$ cat config.mk
export PLATFORM = sky130hd
export DESIGN_NAME = cm0_dap_cdc_rx_slave
export DESIGN_NICKNAME = d
export VERILOG_FILES = /design/src/rtl/cm0_dap_cdc_rx_slave.sv
export SDC_FILE = /design/constraint.sdc
export NUM_CORES = 1
export LEC_CHECK = 0
export BUFFER_PORTS_ARGS = -buffer_cell sky130_fd_sc_hd__buf_2
export CAP_MARGIN = 20
export CORE_MARGIN = 10
export CORE_UTILIZATION = 45
export DETAILED_ROUTE_END_ITERATION = 6
export GPL_TIMING_DRIVEN = 1
export PLACE_DENSITY = 0.82
export REMOVE_ABC_BUFFERS = 1
export SLEW_MARGIN = 30
export SYNTH_ARGS = -nofsm -noshare
export SYNTH_HDL_FRONTEND = slang
export SYNTH_SLANG_ARGS = --single-unit
export TNS_END_PERCENT = 100
$ cat constraint.sdc
create_clock -name DCLK -period 3.7 [get_ports DCLK]
set_input_delay 0.555 -clock DCLK [delete_from_list [all_inputs] [get_ports DCLK]]
set_output_delay 0.555 -clock DCLK [all_outputs]
set_load 0.01 [all_outputs]
$ cat src/rtl/cm0_dap_cdc_rx_slave.sv
// Destination (DCLK) end of the DAP four-phase request/acknowledge CDC link.
// Synchronises REQ, captures the source bus, and presents it as a valid/ready transfer.
module cm0_dap_cdc_rx_slave #(
  parameter int PRESENT     = 1,
  parameter int SYNC_STAGES = 2,
  parameter int DW          = 32
) (
  input  logic          DCLK,
  input  logic          DRESETn,
  input  logic          REQ_ASYNC,
  input  logic [3:0]    ADDRIN,
  input  logic          RNWIN,
  input  logic [DW-1:0] WDATAIN,
  output logic          ACK,
  output logic [DW-1:0] RDATA,
  output logic          XFR_VALID,
  output logic [3:0]    XFR_ADDR,
  output logic          XFR_RNW,
  output logic [DW-1:0] XFR_WDATA,
  input  logic          XFR_READY,
  input  logic [DW-1:0] XFR_RDATA,
  output logic          ABORTED
);

  generate
    if (PRESENT != 0) begin : g_present
      typedef enum logic [1:0] {
        ST_IDLE  = 2'd0,
        ST_VALID = 2'd1,
        ST_ACKH  = 2'd2,
        ST_WAITL = 2'd3
      } state_t;

      state_t                 state_q, state_d;
      logic [SYNC_STAGES-1:0] sync_q, sync_d;
      logic                   req_s;
      logic                   ack_q, ack_d;
      logic [DW-1:0]          rdata_q, rdata_d;
      logic                   xfr_valid_q, xfr_valid_d;
      logic [3:0]             xfr_addr_q, xfr_addr_d;
      logic                   xfr_rnw_q, xfr_rnw_d;
      logic [DW-1:0]          xfr_wdata_q, xfr_wdata_d;
      logic                   aborted_q, aborted_d;

      assign req_s = sync_q[SYNC_STAGES-1];

      // Next-state and next-output logic; ADDRIN/RNWIN/WDATAIN are only looked at once req_s=1.
      always_comb begin
        sync_d      = {sync_q[SYNC_STAGES-2:0], REQ_ASYNC};
        state_d     = state_q;
        ack_d       = ack_q;
        rdata_d     = rdata_q;
        xfr_valid_d = xfr_valid_q;
        xfr_addr_d  = xfr_addr_q;
        xfr_rnw_d   = xfr_rnw_q;
        xfr_wdata_d = xfr_wdata_q;
        aborted_d   = 1'b0;
        case (state_q)
          ST_IDLE: begin
            if (req_s) begin
              xfr_addr_d  = ADDRIN;
              xfr_rnw_d   = RNWIN;
              xfr_wdata_d = WDATAIN;
              xfr_valid_d = 1'b1;
              state_d     = ST_VALID;
            end else begin
              state_d     = ST_IDLE;
            end
          end
          ST_VALID: begin
            // Acceptance wins over a simultaneous request withdrawal.
            if (XFR_READY) begin
              xfr_valid_d = 1'b0;
              rdata_d     = xfr_rnw_q ? XFR_RDATA : {DW{1'b0}};
              ack_d       = 1'b1;
              state_d     = ST_ACKH;
            end else if (!req_s) begin
              xfr_valid_d = 1'b0;
              aborted_d   = 1'b1;
              state_d     = ST_IDLE;
            end else begin
              state_d     = ST_VALID;
            end
          end
          ST_ACKH: begin
            if (!req_s) begin
              ack_d   = 1'b0;
              rdata_d = {DW{1'b0}};
              state_d = ST_WAITL;
            end else begin
              state_d = ST_ACKH;
            end
          end
          ST_WAITL: begin
            ack_d   = 1'b0;
            state_d = ST_IDLE;
          end
          default: begin
            ack_d       = 1'b0;
            rdata_d     = {DW{1'b0}};
            xfr_valid_d = 1'b0;
            state_d     = ST_IDLE;
          end
        endcase
      end

      // All state, including the request synchroniser, with synchronous reset.
      always_ff @(posedge DCLK) begin
        if (!DRESETn) begin
          sync_q      <= {SYNC_STAGES{1'b0}};
          state_q     <= ST_IDLE;
          ack_q       <= 1'b0;
          rdata_q     <= {DW{1'b0}};
          xfr_valid_q <= 1'b0;
          xfr_addr_q  <= 4'h0;
          xfr_rnw_q   <= 1'b0;
          xfr_wdata_q <= {DW{1'b0}};
          aborted_q   <= 1'b0;
        end else begin
          sync_q      <= sync_d;
          state_q     <= state_d;
          ack_q       <= ack_d;
          rdata_q     <= rdata_d;
          xfr_valid_q <= xfr_valid_d;
          xfr_addr_q  <= xfr_addr_d;
          xfr_rnw_q   <= xfr_rnw_d;
          xfr_wdata_q <= xfr_wdata_d;
          aborted_q   <= aborted_d;
        end
      end

      assign ACK       = ack_q;
      assign RDATA     = rdata_q;
      assign XFR_VALID = xfr_valid_q;
      assign XFR_ADDR  = xfr_addr_q;
      assign XFR_RNW   = xfr_rnw_q;
      assign XFR_WDATA = xfr_wdata_q;
      assign ABORTED   = aborted_q;
    end else begin : g_absent
      logic unused_s;
      assign unused_s  = ^{DCLK, DRESETn, REQ_ASYNC, ADDRIN, RNWIN, WDATAIN, XFR_READY, XFR_RDATA};
      assign ACK       = 1'b0;
      assign RDATA     = {DW{1'b0}};
      assign XFR_VALID = 1'b0;
      assign XFR_ADDR  = 4'h0;
      assign XFR_RNW   = 1'b0;
      assign XFR_WDATA = {DW{1'b0}};
      assign ABORTED   = 1'b0;
    end
  endgenerate

endmodule

# Yosys cells after proc, flatten, opt, wreduce, memory -nomap -nowiden
# Cells that the tools add are included.
# totals
reg_bits	76
in_bits	73
out_inout_bits	72
wordCells	42
# op_classes
n_eq_ne	7
mux	15
n_bitwise	2
n_reduce_logical	9
# ops
operator	count
$mux W32	3
$pmux W32 S2	1
$reduce_and A3 Y1	3
$pmux W2 S4	1
$mux W1	7
$ne A2 B2 Y1 const B	3
$eq A2 B2 Y1 const B	2
$reduce_bool A2 Y1	2
$ne A3 B3 Y1 const B	1
$pmux W1 S3	1
$reduce_bool A3 Y1	1
$reduce_or A3 Y1	1
$eq A2 B1 Y1 const B	1
$logic_not A2 Y1	1
$mux W2	1
$not A1 Y1	2
$pmux W1 S2	1
$reduce_and A2 Y1	1

# Depth between registers and ports, before layout
# Gate-level depths: netlist of the first run.
# logic_depth
depth_word	3
depth_mapped	6
depth_no_buf	3

# Worst setup path after synthesis of the first run
# Ideal clock, no wire load.
# synth_timing
path_type	input-to-reg
startpoint	input port XFR_READY
endpoint	register g_present.rdata_q[10] (netlist: RDATA[10])
setup_time_ns	0.116
arrival_ns	1.254
t_required_ns	3.584
path_slack_ns	2.330
path_stages	4
path_buffers	1
cell_sequence	nand2_1 clkbuf_1 nor4_1 a31o_2
# synth_between
elab_chain_len	2
# synth_rtl
element	line_no	source
from (decl)	20	input logic XFR_READY,
$ne A2 B2 Y1 (no source line)	--	
$reduce_and A3 Y1 (no source line)	--	
to (signal assigned)	113	rdata_q <= {DW{1'b0}};
to (signal assigned)	123	rdata_q <= rdata_d;
to (decl)	38	logic [DW-1:0] rdata_q, rdata_d;
# No other way between the ends.
# A chain may end at the register's enable or synchronous reset.

==> out/results.tsv, run 1 <==
metric	value	unit
status	complete, no violations	
arrival	1.86	ns
die_x	101	µm
endpoint_kind	flop	
cp.required	3.94	ns
seq_area_frac_synth	51.0	%
slowest_stage	buf_4	
grt_usage	15.8	%
start_util	46.7	%
htreeDepth	3	
postCtsSetupBuffers	0	
drv_cap	0	
root_buffer	clkbuf_8	
period_share	43.8	%
grt_antenna_before_repair	1	
hold_buffers	0	
setup_violations	0	
utilization	61.2	%
setup_ws	2.08	ns
hold_class	reg2reg	
nFillCells	593	
finalSetupTns	0	ns
worstMarginPinSlew	0.685	ns
ir_drop	0.233	mV
grt_pass1_wl	13200	µm
dr.pass1.iters	4	
final_nets	538	
viasPerCell	5.03	
syn_avg_cell_area	8.90	µm²
max-slew-margin-rel	54.4	%
routed_wl	8540	µm
finalMaxSlewViolations	0	
cts_buffers	9	
cts_tree	yes	
min_path_cells	1	
drtIter0Drc	128	
place_inst	531	
power_density	427	nW/µm²
grt_pass1_vias	2629	
cts_sinks	76	
rows	29	
hold_ws	0.434	ns
rsz0062_at_grt	false	
r2r_slack	2.08	ns
place_ws	2.04	ns
cp-start-kind	flop	
syn_to_final_growth	31.0	%
cp_cell_sequence	buf_4, or3b_1, buf_4, nand2_1, a21boi_0	
multiInputGateArea	1200	µm²
syn-cell-area	2980	µm²
syn_inst	335	
cts_max_path_buffers	2	
place_congestion	0.749	
fp.dieH	101	µm
path_max_fanout	38	
max_stage_delay	0.37	ns
place.port_buffers	144	
grt_max_degree	77	
crit_path_end	XFR_WDATA[2]	
post_cts_resized	0	
seqCellArea	1520	µm²
reg2reg_depth	5	
drc_errors	0	
finClkSkew	0.0129	ns
r2r_end	XFR_WDATA[2]	
placed_area	3690	µm²
yosysWarnings	0	
vias	2754	
hold_violations	0	
die-area	10300	µm²
p_leak	1.91	nW
total_power	1.67	mW
instances_no_fill	547	
yosysUniqueCellTypes	25	
ys_seq_elements	76	
drive_above_1_share	42.2	%
routedWlPerCell	15.6	µm
clk_pin_slew	0.07	ns
worstSetupPathType	reg2reg	
antenna_left	0	
design.core.area	6390	µm²
finalInstanceArea	3910	µm²
dp_hpwl	6070	µm
clock_latency	0.33	ns
clock.fmax	0.617	GHz
cp_common_cell	buf_4	
min_period	1.62	ns
gr-total-overflow	0	
num_io_pins	145	
[worst max-delay path, delay by kind of cell, from the launching register on]
family / cells / cell delay, ns
simple gates: 2 / 0.26
compound gates: 1 / 0.21
flops: 1 / 0.34
buf+inv: 2 / 0.72
[final cells by class]
| class | instances | area share, % |
|---|---|---|
| repair buffers | 148 | 19.2 |
| clock inverters | 4 | 1.89 |
| flip-flops and latches | 76 | 38.9 |
| well taps | 77 | 2.47 |
| clock buffers | 11 | 3.62 |
| multi-input cells | 198 | 30.7 |
| diodes | 1 | 0.0640 |
| inverters | 32 | 3.07 |
[Yosys cell counts]
cell | number | area [µm²]
buf_4 | 1 | 7.51
clkbuf_1 | 16 | 60.1
nor4_1 | 32 | 200
nor2b_1 | 3 | 18.8
a21boi_0 | 9 | 67.6
a21boi_1 | 30 | 225
o22ai_1 | 1 | 6.26
buf_2 | 9 | 45.0
o21ai_0 | 1 | 5.00
o21a_1 | 1 | 7.51
a2bb2oi_1 | 1 | 8.76
buf_6 | 3 | 33.8
nand2_1 | 77 | 289
nor2_1 | 1 | 3.75
o21bai_1 | 1 | 7.51
nor3b_4 | 1 | 18.8
dfxtp_1 | 76 | 1520
nand3b_1 | 1 | 7.51
a31o_2 | 32 | 280
or3b_1 | 1 | 8.76
and4b_1 | 1 | 10.0
nand2b_1 | 1 | 6.26
inv_1 | 32 | 120
and2_1 | 3 | 18.8
a21oi_1 | 1 | 5.00
[metal layers]
metal / global-route usage, % / wire (µm) / up-vias
met1: 17.3 / 3420 / 1281
met4: 7.61 / 171 / 0
met3: 4.02 / 420 / 12
li1: - / - / 1399
met5: 0 / 0 / -
met2: 27.7 / 4520 / 62
[sequential cells by signal (all words and copies together) (netlist names), named ones only]
register           count
ACK                    1
RDATA                 32
g_present.state_q      1
XFR_RNW                1
ABORTED                1
g_present.sync_q       2
XFR_ADDR               4
XFR_WDATA             32
XFR_VALID              1
[report_power, final]
group	total [mW]	switching (mW)	internal, mW
sequential	0.845	0.00975	0.835
combinational	0.137	0.0756	0.0617
clock	0.688	0.293	0.395
total	1.67	0.378	1.29
[layout by cell type, fill, tap and decap left out, types with 2 or more instances in the layout]
master       n
a21boi_0     9
a21boi_1    30
a31o_2      32
and2_1       3
buf_2      144
buf_4        4
bufinv_16    2
clkbuf_8    10
dfxtp_1     76
inv_1       32
nand2_1     75
nand2_2      2
nor2b_1      3
nor4_1      32
[how the worst min path moves through the flow]
| stage | start | to | slack (ns) |
|---|---|---|---|
| 2_1_floorplan | g_present.sync_q[0] | g_present.sync_q[1] | 0.41 |
| 3_3_place_gp | g_present.sync_q[0] | g_present.sync_q[1] | 0.42 |
| 3_5_place_dp | g_present.sync_q[0] | g_present.sync_q[1] | 0.42 |
| 4_1_cts | REQ_ASYNC | g_present.sync_q[0] | 0.43 |
| 5_1_grt | REQ_ASYNC | g_present.sync_q[0] | 0.43 |
| 6_report | g_present.sync_q[0] | g_present.sync_q[1] | 0.43 |
[logic make-up (layout without fill, tap and decap cells)]
group           after synthesis  count (layout)  share of synthesized area (%)
compound gates               77              77                           20.6
buf+inv                      61             195                           8.93
simple gates                121             121                           19.5
flops                        76              76                           51.0
other cells                   0               1                              0
Note: power is estimated with default switching activity, not from simulation.
==> run 2, diff against run 1 <==
- ABC_AREA: unset -> 1
- PLACE_DENSITY: 0.82 -> 0.81
- clock period: 3.7 -> 1.5 ns (I/O delays scaled with it)
==> run 2 against run 1 <==
Effect of this change: core utilization up 0.065 points; flip-flop and latch count unchanged; via count is 13% higher; hold slack got worse by 0.34 ns; sequential power increased to 2.6 times the previous value; synthesized area is 5.2% higher; die area increased by 4.1%; largest cell class unchanged; highest routed layer unchanged.
==> out/results.tsv, run 2 <==
metric	value	unit	change
slowest_stage	dfxtp_1		
synth_edf_count	0		unchanged
grt_antenna_before_repair	0		-1
routed_wl	9230	µm	+8.1%
cts_buffers	9		unchanged
setup_violations	0		unchanged
rows	30		+3.4%
htreeDepth	3		unchanged
drive_above_1_share	30.6	%	-12 points
yosysUniqueCellTypes	19		-24%
placed_area	3940	µm²	+6.7%
cp.required	1.78	ns	-2.16 ns
clock.fmax	0.730	GHz	+18%
worstMarginPinSlew	0.340	ns	-0.344 ns
viasPerCell	4.58		-9.1%
post_cts_resized	0		unchanged
multiInputGateArea	1320	µm²	+9.8%
seqCellArea	1520	µm²	unchanged
met3_usage	3.06	%	-0.96 points
syn_inst	440		+31%
dr.pass1.iters	4		unchanged
cts_max_path_buffers	2		unchanged
grt_max_degree	35		-55%
vias	3102		+13%
start_util	46.2	%	-0.54 points
r2r_end	RDATA[0]		
endpoint_kind	flop		
cts_sinks	76		unchanged
cp_cell_sequence	inv_2, nor2_4, nand2_2, buf_4, nand3b_1, nand2_1, nor2_1		
cts_tree	yes		
hold_buffers	0		unchanged
synthFlopType	dfxtp_1		
design.core.area	6790	µm²	+6.4%
finClkSkew	0.0116	ns	-0.00127 ns
async_flop_share	0	%	unchanged
drtIter0Drc	203		+59%
syn_avg_cell_area	7.13	µm²	-20%
grt_util_met2	30.4	%	+2.7 points
cp-start-kind	flop		
setup_ws	0.130	ns	-1.95 ns
hold_end	g_present.sync_q[0]		
p_leak	2.34	nW	+23%
root_buffer	clkbuf_8		
busiest_layer	met2		
synth_most_common_cell	nand2_1		
synth_commonest_cells	nand2_1, nor2_1, dfxtp_1		
mostFrequentLayoutCell	buf_2		
grt_usage	16.7	%	+0.96 points
power_density	1100	nW/µm²	+160%
holdCritStartpoint	REQ_ASYNC		
routedWlPerCell	13.6	µm	-13%
drc_errors	0		unchanged
clk_pin_slew	0.09	ns	+0.02 ns
gr-total-overflow	0		unchanged
yosys.area.top_type	dfxtp_1		
hold_violations	0		unchanged
die_x	103	µm	+2.0%
n_antenna_cell	0		-1
max-slew-margin-rel	77.3	%	+23 points
drv_cap	0		unchanged
ys_seq_elements	76		unchanged
yosysWarnings	0		unchanged
nFillCells	651		+9.8%
min_period	1.37	ns	-0.252 ns
grt_pass1_vias	2941		+12%
final_cell_mix	buf_2, nand2_1, nor2_1		
grt_pass1_wl	14100	µm	+7.1%
gr-usage-met1	18.1	%	+0.81 points
total_power	4.56	mW	+170%
place_ws	0.171	ns	-1.87 ns
place.port_buffers	144		unchanged
final_nets	650		+21%
arrival	1.65	ns	-0.21 ns
syn-cell-area	3140	µm²	+5.2%
seq_area_frac_synth	48.5	%	-2.5 points
ir_drop	0.596	mV	+160%
fp.dieH	103	µm	+2.0%
num_io_pins	145		unchanged
postCtsSetupBuffers	0		unchanged
die-area	10700	µm²	+4.1%
period_share	91.3	%	+47 points
netlist_top_cells_area	dfxtp_1, nand2_1, nor2_1		
reg2reg_from	g_present.state_q[0]		
hold_class	in2reg		
clock_latency	0.34	ns	about the same
reg2reg_depth	7		+2
r2r_slack	0.13	ns	-1.95 ns
path_max_fanout	28		-26%
finalInstanceArea	4160	µm²	+6.5%
synth_top_area_share	48.5	%	-2.5 points
dp_hpwl	6730	µm	+11%
antenna_left	0		unchanged
finalMaxSlewViolations	0		unchanged
rsz0062_at_grt	false		
place_congestion	0.787		+5.1%
worstSetupPathType	reg2reg		
status	complete, no violations		
min_path_cells	3		+2
max_stage_delay	0.41	ns	+0.04 ns
syn_to_final_growth	32.7	%	
==> run 2: cell types whose count changed in the layout (fill, tap and decap cells not counted), sizes merged, moves of 32 or more <==
cell,before,now
o21ai,1,37
a31o,32,0
nor4,32,0
nor2,1,109
a21boi,39,0
nand2,77,112
==> run 2: how the worst max path moves through the flow <==
| stage | endpoint | cells after the start | start | slack (ns) |
|---|---|---|---|---|
| 2_1_floorplan | XFR_ADDR[0] | 5 | flop | -0.29 |
| 3_3_place_gp | RDATA[12] | 7 | flop | 0.21 |
| 3_5_place_dp | RDATA[15] | 7 | flop | 0.17 |
| 4_1_cts | RDATA[14] | 7 | flop | 0.11 |
| 5_1_grt | RDATA[0] | 7 | flop | 0.02 |
| 6_report | RDATA[0] | 7 | g_present.state_q[0] | 0.13 |
==> run 2: kinds of logic after synthesis <==
family          count (synthesis)  synth area share [%]
simple gates                  255                  35.3
flops                          76                  48.5
buf+inv                        67                  9.45
compound gates                 42                  6.74
==> run 2: report_power, final <==
part / total, mW / leakage, nW / switching (mW) / internal [mW]
sequential: 2.18 / 0.619 / 0.0519 / 2.13
combinational: 0.627 / 1.61 / 0.348 / 0.279
clock: 1.76 / 0.116 / 0.775 / 0.983
==> run 2: final cells by class <==
cell class              count  area share, %
multi-input cells         297           31.7
repair buffers            153           19.8
clock buffers              10           3.31
flip-flops and latches     76           36.6
inverters                  40           3.61
well taps                  96           2.89
clock inverters             6           2.10
==> run 2: metal layers <==
metal  share of wire [%]  up-vias
met3                 4.6       20
li1                    -     1614
met5                   0        -
met2                  53       73
met1                  40     1395
met4                 2.8        0
==> run 2: worst max-delay path: cells and delay by family (launching register included) <==
family / cells / cell delay [ns]
simple gates: 5 / 0.55
flops: 1 / 0.41
buf+inv: 2 / 0.35
==> run 2: stage by stage <==
| step | setup TNS (ns) | hold WS, ns | util [%] | cells |
|---|---|---|---|---|
| 2_1_floorplan | -10.59 | 0.318 | - | 413 |
| 3_3_place_gp | 0 | 0.401 | 57.9 | 662 |
| 3_5_place_dp | 0 | 0.402 | 57.9 | 662 |
| 4_1_cts | 0 | 0.0688 | 61.3 | 678 |
| 5_1_grt | 0 | 0.0833 | 61.3 | 678 |
| 6_report | 0 | 0.0907 | 61.3 | 678 |
